`src/rtl/uart_pkg.sv`:
```
// Shared UART definitions: receiver state encoding, frame constants and a
// 2-of-3 vote helper used by both the receiver and the transmitter.
package uart_pkg;

   typedef enum logic [2:0] {
      IDLE,
      START,
      DATA,
      STOP,
      BREAK_WAIT
   } rx_state_t;

   localparam int unsigned UART_DATA_BITS            = 9;
   localparam int unsigned UART_CLKS_PER_BIT_DEFAULT = 217;

   function automatic logic maj3(input logic a, input logic b, input logic c);
      return (a & b) | (a & c) | (b & c);
   endfunction

endpackage

```
`src/rtl/uart_sync2.sv`:
```
// Two-flop synchronizer for an asynchronous, idle-high input pin.
// Both stages reset to 1 so a held reset never looks like a start bit.
module uart_sync2 (
   input  logic clock,
   input  logic reset,
   input  logic pin,
   output logic sync
);

   logic meta;

   always_ff @(posedge clock or negedge reset) begin
      if (!reset) begin
         meta <= 1'b1;
         sync <= 1'b1;
      end else begin
         meta <= pin;
         sync <= meta;
      end
   end

endmodule

```
`src/rtl/uart_frame_receiver.sv`:
```
// Asynchronous frame receiver: start bit, DATA_BITS data bits LSB-first, stop bit.
// Define UART_RX_MAJORITY_EN for 2-of-3 voting around each sample point.
module uart_frame_receiver
   import uart_pkg::*;
#(
   parameter int unsigned CLKS_PER_BIT = UART_CLKS_PER_BIT_DEFAULT,
   parameter int unsigned DATA_BITS    = UART_DATA_BITS
) (
   input  logic                 clock,
   input  logic                 reset,
   input  logic                 rx,
   output logic [DATA_BITS-1:0] data,
   output logic                 done,
   output logic                 framing_error
);

   localparam int unsigned CW = $clog2(CLKS_PER_BIT);
   localparam int unsigned IW = $clog2(DATA_BITS + 1);

   localparam logic [CW-1:0] HALF_LAST = CW'(CLKS_PER_BIT / 2 - 1);
   localparam logic [CW-1:0] BIT_LAST  = CW'(CLKS_PER_BIT - 1);
   localparam logic [IW-1:0] IDX_LAST  = IW'(DATA_BITS - 1);

   rx_state_t            state, state_n;
   logic [CW-1:0]        cnt, cnt_n;
   logic [IW-1:0]        idx, idx_n;
   logic [DATA_BITS-1:0] shreg, shreg_n;
   logic [DATA_BITS-1:0] data_n;
   logic                 done_n;
   logic                 fe_n;
   logic                 rx_s;
   logic                 tick;
   logic                 decide;
   logic                 bit_val;

   uart_sync2 u_sync (
      .clock (clock),
      .reset (reset),
      .pin   (rx),
      .sync  (rx_s)
   );

   always_comb begin
      tick = 1'b0;
      case (state)
         START:     tick = (cnt == HALF_LAST);
         DATA,
         STOP:      tick = (cnt == BIT_LAST);
         default:   tick = 1'b0;
      endcase
   end

`ifdef UART_RX_MAJORITY_EN
   // The counter keeps running through the extra cycle, so the next
   // midpoint is unaffected; only the decision lags the mid tick by one.
   logic       pend;
   logic [1:0] hist;

   always_ff @(posedge clock or negedge reset) begin
      if (!reset) begin
         pend <= 1'b0;
         hist <= '1;
      end else begin
         pend <= tick;
         hist <= {hist[0], rx_s};
      end
   end

   assign decide  = pend;
   assign bit_val = maj3(hist[1], hist[0], rx_s);
`else
   assign decide  = tick;
   assign bit_val = rx_s;
`endif

   always_comb begin
      state_n = state;
      cnt_n   = cnt;
      idx_n   = idx;
      shreg_n = shreg;
      data_n  = data;
      done_n  = 1'b0;
      fe_n    = framing_error;

      case (state)
         IDLE: begin
            cnt_n = '0;
            if (!rx_s) state_n = START;
         end

         START: begin
            cnt_n = tick ? '0 : cnt + 1'b1;
            if (decide) begin
               if (bit_val) begin
                  state_n = IDLE;
               end else begin
                  idx_n   = '0;
                  state_n = DATA;
               end
            end
         end

         DATA: begin
            cnt_n = tick ? '0 : cnt + 1'b1;
            if (decide) begin
               shreg_n[idx] = bit_val;
               idx_n        = idx + 1'b1;
               if (idx == IDX_LAST) state_n = STOP;
            end
         end

         STOP: begin
            cnt_n = tick ? '0 : cnt + 1'b1;
            if (decide) begin
               if (bit_val) begin
                  data_n  = shreg;
                  done_n  = 1'b1;
                  fe_n    = 1'b0;
                  state_n = IDLE;
               end else begin
                  fe_n    = 1'b1;
                  state_n = BREAK_WAIT;
               end
            end
         end

         BREAK_WAIT: begin
            cnt_n = '0;
            if (rx_s) state_n = IDLE;
         end

         default: begin
            cnt_n   = '0;
            state_n = IDLE;
         end
      endcase
   end

   always_ff @(posedge clock or negedge reset) begin
      if (!reset) begin
         state         <= IDLE;
         cnt           <= '0;
         idx           <= '0;
         shreg         <= '0;
         data          <= '0;
         done          <= 1'b0;
         framing_error <= 1'b0;
      end else begin
         state         <= state_n;
         cnt           <= cnt_n;
         idx           <= idx_n;
         shreg         <= shreg_n;
         data          <= data_n;
         done          <= done_n;
         framing_error <= fe_n;
      end
   end

endmodule

```
`config.mk`:
```
export PLATFORM = sky130hd
export DESIGN_NAME = uart_frame_receiver
export DESIGN_NICKNAME = d
export VERILOG_FILES = /design/src/rtl/uart_pkg.sv /design/src/rtl/uart_sync2.sv /design/src/rtl/uart_frame_receiver.sv
export SDC_FILE = /design/constraint.sdc
export NUM_CORES = 1
export LEC_CHECK = 0
export CORE_MARGIN = 2
export CORE_UTILIZATION = 52
export CTS_CLUSTER_SIZE = 20
export DETAILED_ROUTE_END_ITERATION = 8
export GPL_TIMING_DRIVEN = 1
export PLACE_DENSITY = 0.8
export REMOVE_ABC_BUFFERS = 1
export SYNTH_ARGS = -nofsm -noshare
export SYNTH_HDL_FRONTEND = slang
export SYNTH_HIERARCHICAL = 1
export SYNTH_SLANG_ARGS = --single-unit
```
`constraint.sdc`:
```
create_clock -name clock -period 2.08 [get_ports clock]
set_input_delay 0.624 -clock clock [delete_from_list [all_inputs] [get_ports clock]]
set_output_delay 0.624 -clock clock [all_outputs]
set_load 0.01 [all_outputs]
```
---- Word-level counts from Yosys, hierarchy flattened ----
Cells that the tools add are included.
storage, ports and cells
  word-level logic and storage cells ...... 60
  flip-flop bits (word level) ............. 37
  bits of input ports ..................... 3
cells by class
  $lt $le $gt $ge ......................... 2
  reductions and logical operators ........ 10
  multiplexer cells ....................... 23
  add/sub/neg operators ................... 2
  equal/unequal tests ..................... 14
operators by type and width
  kind                                                                           count
  3-bit 2-to-1 mux                                                               7
  8-bit 2-to-1 mux                                                               2
  3-bit one-hot mux with 5 select lines                                          1
  4-bit 2-to-1 mux                                                               3
  2-bit inequality test (second input constant)                                  6
  9-bit bitwise mux                                                              1
  8-bit by 1-bit adder with 8-bit output (second input constant)                 1
  8-bit by 7-bit equality test with 1-bit output (second input constant)         1
  8-bit equality test (second input constant)                                    1
  4-bit one-hot mux with 2 select lines                                          1
  3-bit by 2-bit equality test with 1-bit output (second input constant)         2
  6-bit AND reduction                                                            1
  4-bit by 5-bit less-than comparator with 1-bit output (second input constant)  1
  1-bit 2-to-1 mux                                                               5
  4-bit by 1-bit adder with 4-bit output (second input constant)                 1
  1-bit demux with 4-bit select                                                  1
  4-bit equality test (second input constant)                                    1
  4-bit by 1-bit >= comparator with 1-bit output (second input constant)         1
  2-bit AND reduction                                                            2
  4-bit AND reduction                                                            1
  3-bit by 1-bit equality test with 1-bit output (second input constant)         1
  3-bit equality test (second input constant)                                    1
  3-bit zero test                                                                1
  3-bit AND reduction                                                            1
  7 further kinds                                                                7

---- Depth between registers and ports, before layout ----
  depth in word-level cells ............... 5
  mapped depth ............................ 7

---- Cells and area by module ----
The synthesis kept the hierarchy.
by module, submodules not included
  module               cells each  sequential area each (um2)  times used  area each (um2)
  uart_frame_receiver  152         875.8                       1           1818.0
  uart_sync2           2           52.6                        1           52.6

---- Least setup slack after synthesis ----
OpenSTA, ideal clock, no wires.
  path kind ............................... register to register
  start ................................... register cnt[1]
  end ..................................... register shreg[1]
  clock period less this slack ............ 1.933 ns
  data arrival time ....................... 1.806 ns
  buffers on the path ..................... 0
  cell stages (with the launch flop) ...... 6
  required time ........................... 1.952 ns
  setup slack ............................. 0.147 ns
  cell sequence ........................... dfrtp_1 or3b_4 nor4_2 nand2b_1 nor3b_2 mux2_1
on the way
  longest elaborated chain between the ends .. 3
RTL lines
  what                                                                                          RTL line                                              source
  start, declared                                                                               uart_frame_receiver.sv:25                             logic [CW-1:0] cnt, cnt_n;
  start signal, assigned                                                                        uart_frame_receiver.sv:150                            cnt <= cnt_n;
  8-bit equality test / 8-bit by 7-bit equality test with 1-bit output (equally long branches)  uart_frame_receiver.sv:48, uart_frame_receiver.sv:46
  1-bit one-hot mux with 2 select lines *                                                       uart_frame_receiver.sv:45                             case (state)
  2-bit AND reduction (no line) *                                                               -
  end signal, assigned                                                                          uart_frame_receiver.sv:152                            shreg <= shreg_n;
  end, declared                                                                                 uart_frame_receiver.sv:27                             logic [DATA_BITS-1:0] shreg, shreg_n;
Mark *: on every way between the ends. The rest lies on a longest branch, timed or not.
A chain may end at the register's enable or synchronous reset.

---- Final worst setup path ----
  start ................................... register state[2]
  end ..................................... register shreg[3]
on the way
  longest elaborated chain between the ends .. 4
RTL lines
  what                                                               RTL line                                              source
  start, declared                                                    uart_frame_receiver.sv:24                             rx_state_t state, state_n;
  start signal, assigned                                             uart_frame_receiver.sv:149                            state <= state_n;
  3-bit by 2-bit equality test with 1-bit output (on tied branches)  uart_frame_receiver.sv:45, uart_frame_receiver.sv:85
  2-bit OR reduction                                                 uart_frame_receiver.sv:45
  1-bit one-hot mux with 2 select lines                              uart_frame_receiver.sv:45
  2-bit AND reduction (no line) *                                    -
Marks and branches as above.

==> run summary <==
Outcome -> finished clean
Post-synth ARST share -> 1.00
Max-slew violations -> 0
Hold Violations, Final -> 0
TritonCTS Buffers -> 5
Clock Tree Root -> clkbuf_4
Core area -> 0.00339 mm²
Vias in the first global route -> 1265
Netlist Area Pre-Place -> 0.00187 mm²
Hold slack -> 364 ps
Row count -> 21
Worst-path cell chain -> or3b_4 > nor4_2 > nand2b_1 > nor3_1 > mux2_1
#FFs+latches synth -> 37
Detailed placer's ending HPWL -> 2390 µm
Top cell type's share of synthesized area -> 0.468
Clk buf depth -> 2
CTS tree -> yes
DRT Pass-1 Iters -> 4
Hold depth -> 0
Final period demand of the worst path -> 2040 ps
DR vias/cell -> 5.46
Total GRT Usage -> 0.184
Most frequent cells in the layout -> 35 x dfrtp_1, 13 x nor2_1, 13 x clkdlybuf4s50_1
CTS sink count -> 37
Slowest stage cell, crit path -> dfrtp_1
Commonest non-fill, non-tap cell in the layout -> dfrtp_1
Dpl cell area -> 0.00208 mm²
ANT cells -> 0
Leak -> 1.06 nW
Critical path arrival -> 2280 ps
CP startpoint kind -> register
Avg Cell Area, Syn -> 12.1 µm²
Worst slew margin -> 0.717
Hold buffer count at CTS -> 0
Layout cells sized above 1 -> 0.262
Worst r2r path cells -> 5
Register area share after synthesis -> 0.496
H-tree depth -> 2
Fmax -> 0.491 GHz
GR Overflow Total -> 0
Drt first-iter violations -> 65
Avg WL per Cell -> 14.9 µm
Starting Density -> 0.552
Tightest Pin Transition -> 421 ps
Max Clock Skew -> 5.43 ps
EDFF count, synth -> 0
Initial antenna violation count -> 0
Final setup viols -> 0
Critical Path Fanout Max -> 5
YS warnings -> 6
Clock network latency to the later pin of the worst-skew pair -> 350 ps
Global placement routability congestion -> 0.868
DIE WIDTH -> 64.0 µm
Die Ht -> 64.0 µm
CP endpoint kind -> register
First-pass GRT wire length -> 5890 µm
DRC -> 0
WP data required -> 2320 ps
RSZ-0062 raised after global routing -> true
Tcrit/Tclk final -> 0.979
CP max stage delay -> 430 ps
Pre-CTS setup slack -> -23.6 ps
Syn Inst Count -> 154
Peak supply drop -> 0.000304 V
Nets -> 190
Vias -> 1250
Setup total negative slack -> 0 ps
Crit Path Class -> reg2reg
Area Overhead vs Synth -> 18.1%
Largest net degree at the start of global routing -> 38
Worst Hold Class -> reg2reg
I/O pin count -> 14
Primary FF master, synth -> dfrtp_1
Synth area leaders -> dfrtp_1 47%, mux2_4 7.2%, mux2_1 4.8%
Total Routed Length -> 3410 µm
Max-Cap Viols -> 0
Distinct cell type count after synthesis -> 45
Die ar. -> 0.00409 mm²
Remaining antenna violation count -> 0
Synth area leader -> dfrtp_1
Port Buf Inserts -> 13
Post-route setup slack -> 43.7 ps
Clock transition at the registers of the reported paths -> 110 ps
PwrDens -> 511 mW/mm²
Fin area -> 0.00221 mm²
[area by class of cell]
| cell class | instances | area (µm²) |
|---|---|---|
| sequential | 37 | 928 |
| clock buffer | 5 | 37.5 |
| clock inverter | 3 | 17.5 |
| inverter | 7 | 26.3 |
| fill | 243 | 1180 |
| tap | 46 | 57.6 |
| multi-input combinational | 105 | 902 |
| timing repair buffer | 26 | 240 |
[final timing paths]
check                                            from                    end  slack (ps)
max in group asynchronous                       reset  u_sync/sync$_DFF_PN1_        1200
min in group asynchronous                       reset     idx[2]$_DFFE_PN0P_         640
worst min-delay path            u_sync/meta$_DFF_PN1_  u_sync/sync$_DFF_PN1_         360
worst max-delay path             state[2]$_DFFE_PN0P_   shreg[3]$_DFFE_PN0P_          40
worst max register to register   state[2]$_DFFE_PN0P_   shreg[3]$_DFFE_PN0P_          40
worst min register to register  u_sync/meta$_DFF_PN1_  u_sync/sync$_DFF_PN1_         360
[synthesized netlist by cell type, types with 3 or more instances]
cell      count
inv_1         7
ha_1          5
nand3_1       6
mux2_1        8
nand2_1       8
xor2_1        4
nand3b_1      5
dfrtp_1      35
nor3b_2       3
nor2_1       13
nor3_1        4
o21ai_0       5
mux2_4        9
[kinds of logic after synthesis]
kind of cell / count (synthesis) / synth area share
compound gates: 13 / 0.0462
xor+xnor: 6 / 0.0281
fa+ha+maj: 5 / 0.0334
buf+inv: 12 / 0.0308
flops: 37 / 0.496
mux: 19 / 0.132
simple gates: 62 / 0.233
[registers in the layout, indices dropped and copies added (netlist names)]
name,flops
framing_error,1
u_sync/sync,1
state,3
done,1
cnt,8
shreg,9
idx,4
u_sync/meta,1
data,9
[stage by stage]
stage | cells | utilization | total power [mW]
floorplan | 149 | - | 0.742
global placement | 214 | 0.615 | 0.765
detailed placement | 214 | 0.615 | 0.766
CTS | 224 | 0.636 | 1.13
global route | 229 | 0.652 | 1.17
finish | 229 | 0.652 | 1.13
[critical path: cells and delay by family, from the launching register on]
kind             cells  cell delay [ps]
DFF                  1              430
muxes                1              350
and+or+nand+nor      4             1160
[layer usage]
| metal | wire length, µm | track usage | vias up |
|---|---|---|---|
| met1 | 1510 | 0.227 | 618 |
| met5 | 0 | 0 | - |
| met4 | 87 | 0.0734 | 0 |
| met3 | 111 | 0.0387 | 10 |
| met2 | 1700 | 0.313 | 24 |
| li1 | - | - | 598 |
[power breakdown]
group	leakage (nW)	switching, mW	internal, mW
Combinational	0.538	0.0164	0.00883
Sequential	0.495	0.00381	0.723
Clock	0.0310	0.251	0.127
[timing repair]
action | CTS | global route
setup endpoints to repair | 13 | 13
pin swaps | 0 | 4
setup buffers | 2 | 5
cloned | 0 | 0
gates resized for setup | 1 | 3
(Power assumes the default switching activity.)
